==> src/rtl/ramp_pwm.sv <==
// ramp_pwm: period-latched PWM from a 0..PERIOD duty value with period strobe; dead-time pair enabled by RAMP_PWM_DEADTIME_EN
module ramp_pwm #(
  parameter int PRESCALE = 4,
  parameter int PERIOD   = 100,
  parameter int DEAD     = 2
) (
  input  logic       clock,
  input  logic       reset,
  input  logic       enable,
  input  logic [6:0] duty_in,
  output logic       pwm_out,
  output logic       pwm_n_out,
  output logic       period_strobe,
  output logic [6:0] duty_q
);
  localparam int PW = PRESCALE > 1 ? $clog2(PRESCALE) : 1;
  if (PRESCALE < 1 || PERIOD < 1 || PERIOD > 127 || DEAD < 1) begin : g_bad_param
    $error("ramp_pwm: illegal parameter set");
  end
  logic [PW-1:0] pre_cnt_q, pre_cnt_d;
  logic [6:0]    ph_q, ph_d, duty_d;
  logic          tick, wrap, raw, pwm_d;
  assign tick = enable && pre_cnt_q == PW'(PRESCALE - 1);
  assign wrap = tick && ph_q == 7'(PERIOD - 1);
  assign raw  = ph_q < duty_q;
  // next-state: prescaler, phase and the duty latch that only moves at the wrap
  always_comb begin
    pre_cnt_d = !enable ? pre_cnt_q : tick ? '0 : pre_cnt_q + 1'b1;
    ph_d      = !tick ? ph_q : wrap ? '0 : ph_q + 7'd1;
    duty_d    = !wrap ? duty_q : duty_in > 7'(PERIOD) ? 7'(PERIOD) : duty_in;
  end
  // counters, duty latch and registered outputs
  always_ff @(posedge clock or posedge reset) begin
    if (reset) begin
      pre_cnt_q     <= '0;
      ph_q          <= '0;
      duty_q        <= '0;
      pwm_out       <= 1'b0;
      period_strobe <= 1'b0;
    end else begin
      pre_cnt_q     <= pre_cnt_d;
      ph_q          <= ph_d;
      duty_q        <= duty_d;
      pwm_out       <= pwm_d;
      period_strobe <= wrap;
    end
  end
`ifdef RAMP_PWM_DEADTIME_EN
  localparam int DW = $clog2(DEAD + 1);
  logic [DW-1:0] dead_q, dead_d;
  logic          raw_prev_q, pwm_n_d, settled;
  // dead counter restarts on every raw edge and saturates once the level has settled
  always_comb begin
    dead_d  = (!enable || raw != raw_prev_q) ? '0 : dead_q == DW'(DEAD) ? dead_q : dead_q + 1'b1;
    settled = dead_d == DW'(DEAD);
    pwm_d   = enable & raw & settled;
    pwm_n_d = enable & ~raw & settled;
  end
  // dead-time state and complementary output
  always_ff @(posedge clock or posedge reset) begin
    if (reset) begin
      dead_q     <= '0;
      raw_prev_q <= 1'b0;
      pwm_n_out  <= 1'b0;
    end else begin
      dead_q     <= dead_d;
      raw_prev_q <= raw;
      pwm_n_out  <= pwm_n_d;
    end
  end
`else
  assign pwm_d     = enable & raw;
  assign pwm_n_out = 1'b0;
`endif
endmodule

==> config.mk <==
export PLATFORM = sky130hd
export DESIGN_NAME = ramp_pwm
export DESIGN_NICKNAME = d
export VERILOG_FILES = /design/src/rtl/ramp_pwm.sv
export SDC_FILE = /design/constraint.sdc
export NUM_CORES = 1
export LEC_CHECK = 0
export CORE_MARGIN = 2
export CORE_UTILIZATION = 49
export CTS_BUF_LIST = sky130_fd_sc_hd__clkbuf_8 sky130_fd_sc_hd__clkbuf_16
export CTS_CLUSTER_SIZE = 40
export DETAILED_ROUTE_END_ITERATION = 7
export HOLD_SLACK_MARGIN = 0.05
export PLACE_DENSITY = 0.89
export SYNTH_ARGS = -nofsm -noshare
export SYNTH_HDL_FRONTEND = slang
export SYNTH_SLANG_ARGS = --single-unit
==> constraint.sdc <==
create_clock -name clock -period 1.9 [get_ports clock]
set_clock_uncertainty 0.2 [all_clocks]
set_input_delay 0.19 -clock clock [delete_from_list [all_inputs] [get_ports clock]]
set_output_delay 0.19 -clock clock [all_outputs]
set_load 0.01 [all_outputs]
==> results of run 1 <==
[cell families (layout without fill, tap and decap cells)]
kind of cell | after synthesis | in the layout
muxes | 5 | 5
buffers and inverters | 9 | 34
xor gates and xnor gates | 2 | 2
adders and majority gates | 8 | 8
DFF | 18 | 18
other | 1 | 1
and+or+nand+nor | 34 | 34
AOI/OAI and AO/OA | 16 | 16
[flip-flops by register name, indices dropped and copies added, names as in the netlist]
name           count
duty_q             7
pre_cnt_q          2
period_strobe      1
ph_q               7
pwm_out            1
[metal layers]
layer | vias to the layer above | wire length, um | GRT usage (%)
met1 | 350 | 810 | 22.9
met2 | 17 | 1060 | 35.0
met4 | 0 | 19 | 11.0
met3 | 2 | 70 | 2.47
li1 | 372 | - | -
met5 | - | 0 | 0
[Yosys cell counts (all sizes together)]
| master | count | area [um^2] |
|---|---|---|
| dfrtp | 18 | 450 |
| nand2 | 9 | 33.8 |
| ha | 8 | 100 |
| nor2 | 8 | 30.0 |
| inv | 7 | 26.3 |
| o21ai | 6 | 30.0 |
| a21oi | 4 | 20.0 |
| nand3 | 4 | 20.0 |
| mux2 | 3 | 37.5 |
| nand4 | 3 | 33.8 |
| a22o | 2 | 17.5 |
| and3 | 2 | 12.5 |
| mux2i | 2 | 20.0 |
| nand2b | 2 | 12.5 |
| nor3 | 2 | 10.0 |
| xnor2 | 2 | 17.5 |
| a21o | 1 | 7.51 |
| and2 | 1 | 6.26 |
| buf | 1 | 7.51 |
| clkinv | 1 | 8.76 |
| conb | 1 | 3.75 |
| nor2b | 1 | 6.26 |
| nor4b | 1 | 23.8 |
| o211ai | 1 | 7.51 |
| o21a | 1 | 7.51 |
| o31ai | 1 | 7.51 |
| or3 | 1 | 6.26 |
[how the worst min path moves through the flow]
| stage | to | depth (start not counted) |
|---|---|---|
| 2_1_floorplan | duty_q[0]$_DFFE_PP0P_ | 1 |
| 3_3_place_gp | pre_cnt_q[0]$_DFFE_PP0P_ | 1 |
| 3_5_place_dp | pre_cnt_q[0]$_DFFE_PP0P_ | 1 |
| 4_1_cts | duty_q[2]$_DFFE_PP0P_ | 3 |
| 5_1_grt | duty_q[3]$_DFFE_PP0P_ | 3 |
| 6_report | duty_q[2]$_DFFE_PP0P_ | 3 |
[area by class of cell]
type,instances,area [um^2],share of cell area (%)
multi-input combinational,66,472,37.5
inverter,8,35.0,2.79
timing repair buffer,22,210,16.7
clock buffer,4,55.1,4.38
tap,27,33.8,2.69
sequential,18,450,35.9
[power by group]
group	total [uW]	switching [uW]	internal, uW	leakage (uW)
logic	274	121	153	0.000348
clock network	305	121	184	0.0000288
registers	534	89.6	445	0.000217
total	1110	332	781	0.000593
[stage by stage]
| stage | power (uW) | worst slack (ps) |
|---|---|---|
| 4_1_cts | 1120 | 132 |
| 3_5_place_dp | 810 | 95.9 |
| 2_1_floorplan | 711 | 196 |
| 6_report | 1110 | 133 |
| 3_3_place_gp | 780 | 120 |
| 5_1_grt | 1190 | 18.7 |
[worst max-delay path: cells and delay by family, from the launching register on]
kind                   cells  cell delay, ps
flip-flops                 1             480
buffers and inverters      1              70
multiplexers               1             250
AND/OR/NAND/NOR            3             660
==> impl_metrics.py, run 1 <==
metrics = {
    "layout": {
        "layout_common_cells": "dfrtp_1, clkdlybuf4s50_1, nand2_1",
        "area_delta_synth_final_pct": 30.2,
        "layout-drive-gt1-share_pct": 11.9,
        "fill_cells": 132,
        "n_antenna_cell": 0,
        "stdcell_count": 145,
        "post-route-util_pct": 66.1,
        "final_cell_area_mm2": 0.00126,
        "fin_nets": 137,
    },
    "grt": {
        "grt_max_degree": 19,
        "antenna_found_initial": 0,
        "grt_overflow": 0,
        "grt_pass1_vias": 783,
        "grt_use_total_pct": 19.7,
        "grt_first_pass_wirelength_um": 3510,
    },
    "worst_setup_path": {
        "required_ps": 1840,
        "arrival_ps": 1710,
        "worstRegToRegCells": 5,
        "path_cells": "nor4b_4 > nand4_4 > clkinv_4 > nor2_1 > mux2_4",
        "crit_slowest_cell": "dfrtp_1",
        "critPathKind": "flop to flop",
        "r2r_setup_slack_ps": 130,
        "cp-startpoint": "ph_q[2]$_DFFE_PP0P_",
        "rr_endpoint": "ph_q[0]$_DFFE_PP0P_",
        "path_max_fanout": 7,
        "critPathLaunchType": "flop",
        "cp-end-kind": "flop",
        "r2r-start": "ph_q[2]$_DFFE_PP0P_",
        "critPathMaxStageDelay_ps": 480,
        "crit_end": "ph_q[0]$_DFFE_PP0P_",
    },
    "logic_synthesis": {
        "ys_ff_latch": 18,
        "syn_nets": 111,
        "yosysSeqAreaShare_pct": 46.7,
        "synth.distinct_cells": 30,
        "avgSynthCellArea_um2": 10.4,
        "synth_cells": 93,
        "syn_area_um2": 965,
        "synth_warnings": 0,
        "synth_top_family_by_area": "simple AND/OR/NAND/NOR gates",
        "yosys.area_share.simple_pct": 20.2,
        "synthMuxAreaShare_pct": 5.97,
        "synth_compound_gate_area_share_pct": 10.1,
        "synth_fa_ha_area_share_pct": 10.4,
        "yosys.area_share.xor_xnor_pct": 1.82,
    },
    "sta": {
        "min_period_over_period_pct": 93.0,
        "finalSetupViolCount": 0,
        "rsz0062_at_grt": "false",
        "fin_hold_ws_ps": 56.0,
        "finalSetupTns_ps": 0,
        "clock.fmax_mhz": 566,
        "slew_violations": 0,
        "finalHoldViolCount": 0,
        "fin_crit_ps": 1770,
    },
    "detailed_routing": {
        "drc": 0,
        "vias": 741,
        "via_per_inst": 5.11,
        "wl_per_cell_um": 13.5,
        "firstDrtPassIters": 4,
        "antenna_left": 0,
        "drt_iter0_drc": 19,
        "wl_um": 1960,
    },
    "floorplan": {
        "ios": 20,
        "core-area_mm2": 0.00190,
        "die_area_mm2": 0.00234,
        "rows": 16,
        "dieWidth_um": 48.4,
        "initial_core_util_pct": 50.7,
        "fp.dieH_um": 48.4,
    },
    "placed_design": {
        "globalplace.congestion": 0.776,
        "io_buffers": 18,
        "placed_area_mm2": 0.00120,
        "dp_cells": 141,
        "place_hpwl_um": 1490,
    },
    "job": {
        "maxCapViolCount": 0,
    },
    "cts": {
        "cts_setup_buffers": 0,
        "cts_hold_buf": 0,
        "cts_tree": "done",
        "cts.path.max_buffers": 2,
        "cts.clk_slew.worst_paths_ps": 70,
        "cts.sinks": 18,
        "ctsResizeCount": 0,
        "cts_inserted_buffers": 3,
        "root_buffer": "clkbuf_8",
        "clk_latency_ps": 250,
        "htreeDepth": 1,
    },
    "status": {
        "status": "complete, no violations",
    },
    "min_path": {
        "min_path_type": "input port to async pin",
    },
    "power_and_ir_drop": {
        "cellLeakagePower_uw": 0.000593,
        "power_density_mw_per_mm2": 886,
        "ir_worst_vdd_uv": 524,
    },
}
Note: power is estimated with default switching activity, not from simulation.
==> run 2, diff against run 1 <==
--- a/config.mk
+++ b/config.mk
@@ -11,7 +11,7 @@
 export CTS_CLUSTER_SIZE = 40
 export DETAILED_ROUTE_END_ITERATION = 7
 export HOLD_SLACK_MARGIN = 0.05
-export PLACE_DENSITY = 0.89
+export PLACE_DENSITY = 0.77
 export SYNTH_ARGS = -nofsm -noshare
 export SYNTH_HDL_FRONTEND = slang
 export SYNTH_SLANG_ARGS = --single-unit
==> run 2 against run 1 <==
Against the previous run: clock-buffer cell count did not move; critical path depth stayed put; design area increased by 0.60%; cell count grew 0.69%; via count is 0.94% higher.
==> impl_metrics.py, run 2 (synthesis gave the netlist of run 1 again) <==
metrics = {
    "placed_design": {
        "placed_area_mm2": 0.00121,
        "place_hpwl_um": 1430,
        "io_buffers": 18,
        "globalplace.congestion": 0.811,
    },
    "floorplan": {
        "initial_core_util_pct": 50.7,
        "dieWidth_um": 48.4,
        "die_area_mm2": 0.00234,
        "fp.dieH_um": 48.4,
        "ios": 20,
        "rows": 16,
        "core-area_mm2": 0.00190,
    },
    "power_and_ir_drop": {
        "ir_worst_vdd_uv": 507,
        "cellLeakagePower_uw": 0.000599,
        "power_density_mw_per_mm2": 892,
    },
    "cts": {
        "cts_inserted_buffers": 3,
        "cts.path.max_buffers": 2,
        "cts.clk_slew.worst_paths_ps": 70,
        "clk_latency_ps": 260,
        "htreeDepth": 1,
        "ctsResizeCount": 0,
        "cts_setup_buffers": 0,
        "root_buffer": "clkbuf_8",
        "cts_hold_buf": 0,
        "cts_tree": "done",
        "cts.sinks": 18,
    },
    "worst_setup_path": {
        "critPathLaunchType": "flop",
        "path_cells": "nor4b_4 > nand4_4 > clkinv_4 > nor2_1 > mux2_4",
        "crit_family": "simple AND/OR/NAND/NOR gates",
        "arrival_ps": 1730,
        "required_ps": 1850,
        "critPathBufInv": 1,
        "critPathKind": "flop to flop",
        "critPathMaxStageDelay_ps": 480,
        "cp-end-kind": "flop",
        "crit_slowest_cell": "dfrtp_1",
        "path_max_fanout": 7,
        "r2r_setup_slack_ps": 120,
    },
    "layout": {
        "n_antenna_cell": 0,
        "area_delta_synth_final_pct": 31.0,
        "top_regs": "duty_q x7, ph_q x7, pre_cnt_q x2",
        "fill_cells": 146,
        "fin_nets": 138,
        "final_cell_area_mm2": 0.00126,
        "layout_common_cells": "dfrtp_1, clkdlybuf4s50_1, nand2_1",
        "layout-drive-gt1-share_pct": 12.6,
    },
    "detailed_routing": {
        "vias": 748,
        "wl_per_cell_um": 13.5,
        "via_per_inst": 5.12,
        "firstDrtPassIters": 4,
        "drc": 0,
        "antenna_left": 0,
        "wl_um": 1970,
        "drt_iter0_drc": 12,
    },
    "sta": {
        "fin_crit_ps": 1780,
        "finalSetupViolCount": 0,
        "min_period_over_period_pct": 93.8,
        "finalHoldViolCount": 0,
        "clock.fmax_mhz": 561,
        "rsz0062_at_grt": "false",
        "finalSetupTns_ps": 0,
        "slew_violations": 0,
    },
    "job": {
        "maxCapViolCount": 0,
    },
    "status": {
        "status": "complete, no violations",
    },
    "grt": {
        "antenna_found_initial": 0,
        "grt_overflow": 0,
        "grt_first_pass_wirelength_um": 3330,
        "grt_use_total_pct": 18.8,
        "grt_max_degree": 19,
        "grt_pass1_vias": 754,
    },
    "min_path": {
        "min_path_type": "input port to async pin",
    },
}
run 2: changes by cell type in the layout (fill, tap and decap cells not counted):
cell   before  now
buf_4       4    5
run 2: worst register-to-register path, delay by kind of cell, from the launching register on:
family	cells	cell delay, ps
flops	1	480
mux	1	250
buf+inv	1	80
simple gates	3	670
run 2: cell type report:
type / count / area [um^2] / area share, %
Timing Repair Buffer: 23 / 218 / 17.2
Inverter: 8 / 35.0 / 2.77
Multi-Input combinational cell: 66 / 472 / 37.3
Sequential cell: 18 / 450 / 35.6
Clock buffer: 4 / 55.1 / 4.36
Tap cell: 27 / 33.8 / 2.67
run 2: path summary, 6_finish.rpt:
check	start	endpoint	depth (start not counted)
max	ph_q[2]$_DFFE_PP0P_	ph_q[0]$_DFFE_PP0P_	5
min	reset	duty_q[1]$_DFFE_PP0P_	3
max reg2reg	ph_q[2]$_DFFE_PP0P_	ph_q[0]$_DFFE_PP0P_	5
min reg2reg	pre_cnt_q[0]$_DFFE_PP0P_	pre_cnt_q[0]$_DFFE_PP0P_	1
max in group asynchronous	reset	pre_cnt_q[1]$_DFFE_PP0P_	3
min in group clock	pre_cnt_q[0]$_DFFE_PP0P_	pre_cnt_q[0]$_DFFE_PP0P_	1
run 2: where the power goes:
group | internal [uW] | switching [uW] | total (uW)
Combinational | 155 | 126 | 280
Sequential | 444 | 79.8 | 524
Clock | 185 | 138 | 323
Total | 784 | 344 | 1130
run 2: stage by stage:
stage	power (uW)	setup slack [ps]	hold WS (ps)	utilization, %	cells
2_1_floorplan	711	196	-71.4	-	93
3_3_place_gp	796	145	265	63.6	142
3_5_place_dp	809	116	280	63.6	142
4_1_cts	1130	124	53.7	66.4	146
6_report	1130	119	48.7	66.4	146
5_1_grt	1200	9.91	108	66.4	146
run 2: per-layer routing:
layer	vias up	part of all wire, %	global-route usage [%]
met4	0	2.6	11.4
met5	-	0	0
met1	347	46	23.0
li1	374	-	-
met3	5	3.5	1.85
met2	22	48	32.2
